--- src/rtl/csa_frame_accumulator.sv ---
// rtl/csa_frame_accumulator.sv - framed multi-operand accumulator around a carry-save adder
//
// carrySaveAdder: three W-bit unsigned operands in, W-bit sum and 2-bit carry out
//   in1, in2, in3 : operands
//   sum           : low W bits of in1 + in2 + in3
//   carry         : bits W+1..W of in1 + in2 + in3
//
// csa_frame_accumulator: accumulates two operands per accepted beat into a frame total
//   clk, rst_n                         : clock, asynchronous active-low reset
//   in_valid/in_ready                  : operand beat handshake
//   in_first/in_last                   : frame delimiters
//   in_a, in_b                         : unsigned operands
//   out_valid/out_ready                : frame result handshake
//   out_sum, out_hi, out_beats, out_ovf: frame total low/high words, beat count, high-word wrap
//   err                                : one-cycle pulse after a non-first beat in IDLE

module carrySaveAdder #(
    parameter int W = 32
) (
    input  logic [W-1:0] in1,
    input  logic [W-1:0] in2,
    input  logic [W-1:0] in3,
    output logic [W-1:0] sum,
    output logic [1:0]   carry
);
    logic         c_in;
    logic [W-1:0] s_vec;
    logic [W-1:0] c_vec;
    logic [W+1:0] full;

    assign c_in  = 1'b0;
    assign s_vec = in1 ^ in2 ^ in3;
    assign c_vec = (in1 & in2) | (in1 & in3) | (in2 & in3);
    // Resolve the saved carries; the top two bits are the carry word.
    assign full  = {2'b00, s_vec} + {1'b0, c_vec, 1'b0} + {{(W+1){1'b0}}, c_in};
    assign sum   = full[W-1:0];
    assign carry = full[W+1:W];
endmodule

module csa_frame_accumulator #(
    parameter int HI_WIDTH  = 8,
    parameter int CNT_WIDTH = 9
) (
    input  logic                 clk,
    input  logic                 rst_n,
    input  logic                 in_valid,
    output logic                 in_ready,
    input  logic                 in_first,
    input  logic                 in_last,
    input  logic [31:0]          in_a,
    input  logic [31:0]          in_b,
    output logic                 out_valid,
    input  logic                 out_ready,
    output logic [31:0]          out_sum,
    output logic [HI_WIDTH-1:0]  out_hi,
    output logic [CNT_WIDTH-1:0] out_beats,
    output logic                 out_ovf,
    output logic                 err
);
    typedef enum logic [1:0] {IDLE, ACCUM, DONE} state_t;

    state_t                state_q, state_d;
    logic [31:0]           acc_lo_q, acc_lo_d;
    logic [HI_WIDTH-1:0]   acc_hi_q, acc_hi_d;
    logic [CNT_WIDTH-1:0]  beats_q, beats_d;
    logic                  ovf_q, ovf_d;
    logic                  err_q, err_d;

    logic                  accept;
    logic [31:0]           csa_in1;
    logic [31:0]           csa_sum;
    logic [1:0]            csa_carry;
    logic [HI_WIDTH-1:0]   hi_base;
    logic [HI_WIDTH:0]     hi_ext;
    logic [CNT_WIDTH-1:0]  beats_inc;

    assign in_ready  = (state_q != DONE);
    assign out_valid = (state_q == DONE);
    assign accept    = in_valid && in_ready;

    // A first beat starts from zero regardless of what is left in the registers.
    assign csa_in1   = in_first ? 32'd0 : acc_lo_q;
    assign hi_base   = in_first ? '0 : acc_hi_q;
    assign hi_ext    = {1'b0, hi_base} + {{(HI_WIDTH-1){1'b0}}, csa_carry};
    assign beats_inc = (&beats_q) ? beats_q : beats_q + 1'b1;

    carrySaveAdder #(.W(32)) u_csa (
        .in1   (csa_in1),
        .in2   (in_a),
        .in3   (in_b),
        .sum   (csa_sum),
        .carry (csa_carry)
    );

    always_comb begin
        state_d  = state_q;
        acc_lo_d = acc_lo_q;
        acc_hi_d = acc_hi_q;
        beats_d  = beats_q;
        ovf_d    = ovf_q;
        err_d    = 1'b0;

        if (accept) begin
            if (state_q == IDLE && !in_first) begin
                // Stray continuation beat: drop it, flag it, keep state.
                err_d = 1'b1;
            end else begin
                acc_lo_d = csa_sum;
                acc_hi_d = hi_ext[HI_WIDTH-1:0];
                ovf_d    = (in_first ? 1'b0 : ovf_q) | hi_ext[HI_WIDTH];
                beats_d  = in_first ? CNT_WIDTH'(1) : beats_inc;
                state_d  = in_last ? DONE : ACCUM;
            end
        end

        if (state_q == DONE && out_ready) begin
            state_d = IDLE;
        end
    end

    always_ff @(posedge clk or negedge rst_n) begin
        if (!rst_n) begin
            state_q  <= IDLE;
            acc_lo_q <= '0;
            acc_hi_q <= '0;
            beats_q  <= '0;
            ovf_q    <= 1'b0;
            err_q    <= 1'b0;
        end else begin
            state_q  <= state_d;
            acc_lo_q <= acc_lo_d;
            acc_hi_q <= acc_hi_d;
            beats_q  <= beats_d;
            ovf_q    <= ovf_d;
            err_q    <= err_d;
        end
    end

    assign out_sum   = acc_lo_q;
    assign out_hi    = acc_hi_q;
    assign out_beats = beats_q;
    assign out_ovf   = ovf_q;
    assign err       = err_q;
endmodule
--- config.mk ---
export PLATFORM = sky130hd
export DESIGN_NAME = csa_frame_accumulator
export DESIGN_NICKNAME = d
export VERILOG_FILES = /design/src/rtl/csa_frame_accumulator.sv
export SDC_FILE = /design/constraint.sdc
export NUM_CORES = 1
export LEC_CHECK = 0
export ABC_AREA = 1
export CORE_UTILIZATION = 53
export CTS_CLUSTER_DIAMETER = 200
export DETAILED_ROUTE_END_ITERATION = 16
export PLACE_DENSITY = 0.93
export SYNTH_ARGS = -nofsm -noshare
export SYNTH_HDL_FRONTEND = slang
export SYNTH_SLANG_ARGS = --single-unit
--- constraint.sdc ---
create_clock -name clk -period 4.52 [get_ports clk]
set_clock_uncertainty 0.05 [all_clocks]
set_input_delay 0.678 -clock clk [delete_from_list [all_inputs] [get_ports clk]]
set_output_delay 0.678 -clock clk [all_outputs]
set_load 0.005 [all_outputs]
Word-level counts from Yosys, hierarchy flattened
Cells that the tools add are included.
- output and inout bits: 53
- ROM bits: 0
- latch bits: 0
- bits in writable memories: 0
- memories kept: 0
- input bits: 70
- bits in registers: 53
- divide/modulo/power cells: 0
- $lt $le $gt $ge: 0
- equal/unequal tests: 4
- add/sub/neg operators: 3
- shift operators: 0
- bitwise logic cells: 9
- reduce and logical (&&, ||, !) cells: 10
- multipliers: 0
- multiplexer cells: 11
- operators by type and width (cell ; count):
    $and 32x32->32 ; 3
    $or 32x32->32 ; 2
    $xor 32x32->32 ; 2
    $add 32x33->34 ; 1
    $mux 32 ; 1
    $mux 9 ; 2
    $add 8x2->9 ; 1
    $add 9x1->9 const B ; 1
    $reduce_and 9->1 ; 1
    $mux 2 ; 4
    $mux 8 ; 1
    $ne 2x2->1 const B ; 2
    $reduce_and 2->1 ; 2
    $logic_and 1x1->1 ; 3
    $mux 1 ; 3
    $reduce_and 3->1 ; 1
    $eq 2x2->1 const B ; 1
    $logic_not 2->1 ; 1
    $ne 2x1->1 const B ; 1
    $reduce_bool 2->1 ; 1
    $logic_not 1->1 ; 1
    $not 1->1 ; 1
    $or 1x1->1 ; 1

Logic depth before layout (Yosys ltp)
- depth in word-level cells: 7
- mapped depth: 24
- gate-level depth less buffers: 23

Cells and area by module
A second synthesis with hierarchy kept.
- cells, all modules: 895
- area total of the unflattened synthesis: 5941.9 µm²
- modules (own cells, without submodules) (module ; area an instance (µm²) ; sequential area each (µm²) ; cells an instance ; instances):
    carrySaveAdder ; 3090.5 ; 0.0 ; 551 ; 1
    csa_frame_accumulator ; 2851.5 ; 1326.3 ; 344 ; 1

Least setup slack after synthesis
No wires, ideal clock.
- path type: input port to flip-flop
- from: in in_first
- to: reg acc_hi_q[7], in the netlist out_hi[7]
- setup slack: 0.485 ns
- library setup time: 0.123 ns
- data required time: 4.347 ns
- cell stages on the path: 24
- arrival time: 3.862 ns
- cells stage by stage: inv_4 -> clkbuf_1 -> nand2_1 -> fa_1 -> inv_1 -> ha_1 -> inv_1 -> fa_1 -> inv_1 -> nand3_1 -> nand3_1 -> nand3_1 -> nand3_1 -> nand2_1 -> nand2_1 -> nand2_1 -> o21ai_0 -> ha_1 -> inv_1 -> a21oi_1 -> nand4_1 -> nor2_2 -> nand3_1 -> xor2_1
- cells in the longest elaborated chain, start to end: 6
- elaborated cells between the ends (all ways): 14
- RTL lines (element ; RTL line ; RTL):
    start: declaration ; 48 ; input logic in_first,
    $mux 32 ; 82 ; assign csa_in1 = in_first ? 32'd0 : acc_lo_q;
    $and 32x32->32 ; 33 ; assign c_vec = (in1 & in2) | (in1 & in3) | (in2 & in3);
    $or 32x32->32 (2 in series) ; 33 ;
    $add 32x33->34 ; 35 ; assign full = {2'b00, s_vec} + {1'b0, c_vec, 1'b0} + {{(W+1){1'b0}}, c_in};
    $add 8x2->9 ; 84 ; assign hi_ext = {1'b0, hi_base} + {{(HI_WIDTH-1){1'b0}}, csa_carry};
    end signal: assignment ; 132 ; acc_hi_q <= acc_hi_d;
    end: declaration ; 64 ; logic [HI_WIDTH-1:0] acc_hi_q, acc_hi_d;
Parallel ways exist; a longest one is shown, timed or not.
A chain may end at the register's enable or synchronous reset.

Worst setup path after layout
Ends and elaborated chain as after synthesis.

==> flow_summary.yaml <==
die:
  std_cell_rows: 38
  die_h_um: 107
  initial_core_util_pct: 54.3
  coreArea_um2: 10800
  top_level_ports: 123
  dieArea_um2: 11500
  dieWidth_um: 107
detailed_routing:
  ant_nets: 0
  routed_wl_mm: 15.3
  via_count: 5957
  first_iter_violations: 269
  routedWlPerCell_um: 12.8
  detail_route.vias_per_cell: 4.98
  drc: 0
  dr.pass1.iters: 7
setup_path:
  crit_start: "in_first"
  cp-end-kind: "flop"
  path_cells: "clkdlybuf4s50_1 -> inv_4 -> buf_12 -> nand2_1 -> fa_1 -> inv_1 -> ha_1 -> a21oi_1 -> nor2_1 -> nor2_1 -> nand2_1 -> a21oi_2 -> nand2_1 -> nand2_1 -> o21ai_0 -> ha_1 -> nand2_1 -> a21oi_1 -> nand4_1 -> nor2_2 -> nand3_1 -> xor2_1"
  critPathCapture: "out_hi[7]"
  worstPathArrival_ns: 4.41
  r2r_slack_ns: 0.90
  worst_setup_path_start_kind: "input pin"
  reg2reg_from: "out_sum[1]"
  cpMostUsedCell: "nand2_1"
  crit_cells: 22
  cp_max_fo: 23
  cp_num_buf_inv: 4
  worstPathRequired_ns: 4.69
  slowest_delay_ns: 0.50
  crit_family: "adder cells"
  r2r_end: "out_hi[7]"
  crit_type: "input pin to flop"
  r2r_cells: 22
  crit_slowest_cell: "clkdlybuf4s50_1"
power_and_ir_drop:
  p_clk_share_pct: 8.1
  p_int_mw: 1.87
  p_total_mw: 3.68
  ir_drop_mv: 0.242
  p_comb_share_pct: 70.3
  switching_share_pct: 49.1
  cellPowerDensity_nw_per_um2: 493
  p_leak_nw: 4.20
  p_seq_share_pct: 21.6
  switchingPower_mw: 1.81
global_routing:
  grt_pass1_wl_mm: 25.7
  grt_max_degree: 54
  antenna_found_initial: 0
  grt_pass1_vias: 5750
  global_route.usage.met2_pct: 51.1
  grt.met3_usage_pct: 2.67
  grt_use_total_pct: 28.1
  grt-busiest-layer: "met2"
  use_met1_pct: 36.0
  grt_overflow: 0
timing:
  tightest_slew_ns: 0.693
  finalCriticalPeriod_ns: 4.24
  slew_headroom_pct: 53.8
  clock.fmax_ghz: 0.236
  fin_hold_ws_ns: 0.427
  fin_crit_sh_pct: 93.8
  finalSetupViolations: 0
  rsz0062_at_grt: "no"
  hold_violations: 0
  drv_slew: 0
synthesis:
  synth_edf_count: 0
  ys_ff_latch: 53
  ys_async_sr_fraction_pct: 100
  synth_area_um2: 5860
  yosysWarningCount: 0
  synth.distinct_cells: 33
  syn_avg_cell_area_um2: 6.37
  ys.flop_type: "dfrtp_1"
  syn_inst: 919
  seq_area_frac_synth_pct: 22.6
  synth_nets: 1058
cells_and_area:
  area.sequential_um2: 1330
  drive_gt1_share_pct: 4.83
  syn_to_final_growth_pct: 27.2
  final_common_cell: "nand2_1"
  final_cell_mix: "nand2_1 (310), inv_1 (237), clkdlybuf4s50_1 (121)"
  multi_input_area_um2: 3570
  antennaDiodeCount: 0
  fill_cells: 934
  nets: 1193
clock_tree:
  clockRootBuffer: "clkbuf_8"
  clock_latency_ns: 0.33
  h-tree-depth: 2
  path_clk_slew_ns: 0.12
  cts_buffers: 5
  clock-sinks: 53
  cts_tree: "built"
  post_cts_buffers: 0
  clk_path_buf_depth: 2
outcome:
  status: "finished, final reports clean"
placed_design:
  dpl.hpwl_mm: 12.6
  portBuffers: 122
  place_congestion: 0.990
min_path:
  worstHoldPathType: "input pin to async pin"
run:
  max-cap-violations: 0
-- cell type report --
cell class	instances	area share (%)
Clock inverter	3	0.336
Sequential cell	53	17.8
Multi-Input combinational cell	612	47.9
Tap cell	140	2.35
Clock buffer	5	0.923
Inverter	242	12.2
Timing Repair Buffer	140	18.5
-- stage by stage --
| stage | std cells | area [um^2] | utilization, % | setup WS (ns) | setup TNS (ns) |
|---|---|---|---|---|---|
| 6_report | 1195 | 7450 | 69.1 | 0.279 | 0 |
| 5_1_grt | 1195 | 7450 | 69.1 | 0.000373 | 0 |
| 4_1_cts | 1195 | 7450 | 69.0 | 0.273 | 0 |
| 3_5_place_dp | 1187 | 7360 | 68.2 | -0.0480 | -0.0608 |
| 3_3_place_gp | 1187 | 7360 | 68.2 | 0.0532 | 0 |
| 2_1_floorplan | 919 | 5860 | - | 0.485 | 0 |
-- cells in the mapped netlist (2+ instances only) --
library cell,number,area (um^2)
xnor2_1,10,87.6
nor2_4,3,33.8
a21oi_1,27,135
o22ai_1,2,12.5
nand4_1,8,50.1
o21bai_1,4,30.0
xor2_1,6,52.6
nor3b_1,2,15.0
nor2_1,54,203
inv_2,4,15.0
fa_1,34,681
nor2_2,4,25.0
nand2_2,4,25.0
buf_2,7,35.0
inv_1,237,890
nand3_1,59,295
ha_1,35,438
clkbuf_1,5,18.8
o21ai_0,18,90.1
nor3_1,7,35.0
o21ai_1,10,50.1
nand3b_1,6,45.0
dfrtp_1,53,1330
nor3_4,2,32.5
nand2_1,310,1160
-- what timing repair did --
| action | 4_1_cts | 5_1_grt |
|---|---|---|
| hold buffers | 0 | 0 |
| endpoints found under the setup margin | 0 | 1 |
| hold endpoints to repair | 0 | 0 |
| gates resized for setup | 0 | 1 |
-- worst register-to-register path: stages, from the launching register on --
cell     delay [ns]
dfrtp_1        0.43
nand2_1        0.11
fa_1           0.41
inv_1          0.07
ha_1           0.16
inv_1          0.05
fa_1           0.40
inv_1          0.11
nand3_1        0.08
nand3_1        0.16
nand3_1        0.10
nand3_1        0.10
nand2_1        0.08
nand2_1        0.09
nand2_1        0.05
o21ai_0        0.13
ha_1           0.20
nand2_1        0.06
a21oi_1        0.18
nand4_1        0.12
nor2_2         0.12
nand3_1        0.12
xor2_1         0.16
-- registers in the layout (all words and copies together) (netlist names) --
signal and count:
out_hi 8, out_ovf 1, out_beats 9, state_q 2, out_sum 32, err 1
-- worst min-delay path by stage --
stage / slack, ns / cells after the start / startpoint / endpoint
after floorplan: 0.33 / 0 / rst_n / err
after global placement: 0.44 / 2 / out_sum[22] / out_sum[22]
after detailed placement: 0.44 / 2 / out_sum[23] / out_sum[23]
after CTS: 0.45 / 2 / rst_n / out_sum[21]
after global routing: 0.49 / 2 / rst_n / out_sum[0]
final: 0.43 / 2 / rst_n / out_sum[21]
-- layer usage --
metal	routed length, um	vias to the layer above
met5	0	-
met4	209	0
met3	879	23
met2	7570	214
met1	6600	2715
li1	-	3005
-- power by group through the flow --
stage	Combinational (mW)	Sequential [mW]	Clock, mW
floorplan	1.63	0.789	0
global placement	2.49	0.795	0
detailed placement	2.55	0.802	0
CTS	2.56	0.793	0.304
global route	2.92	0.818	0.321
finish	2.58	0.793	0.299
-- cell families after synthesis --
group / share of synthesized area, %
buffers and inverters: 16.5
AND/OR/NAND/NOR: 33.3
XOR/XNOR: 2.39
flip-flops: 22.6
AO/OA/AOI/OAI: 6.13
adder cells (fa/ha/maj): 19.1
(Power assumes the default switching activity.)
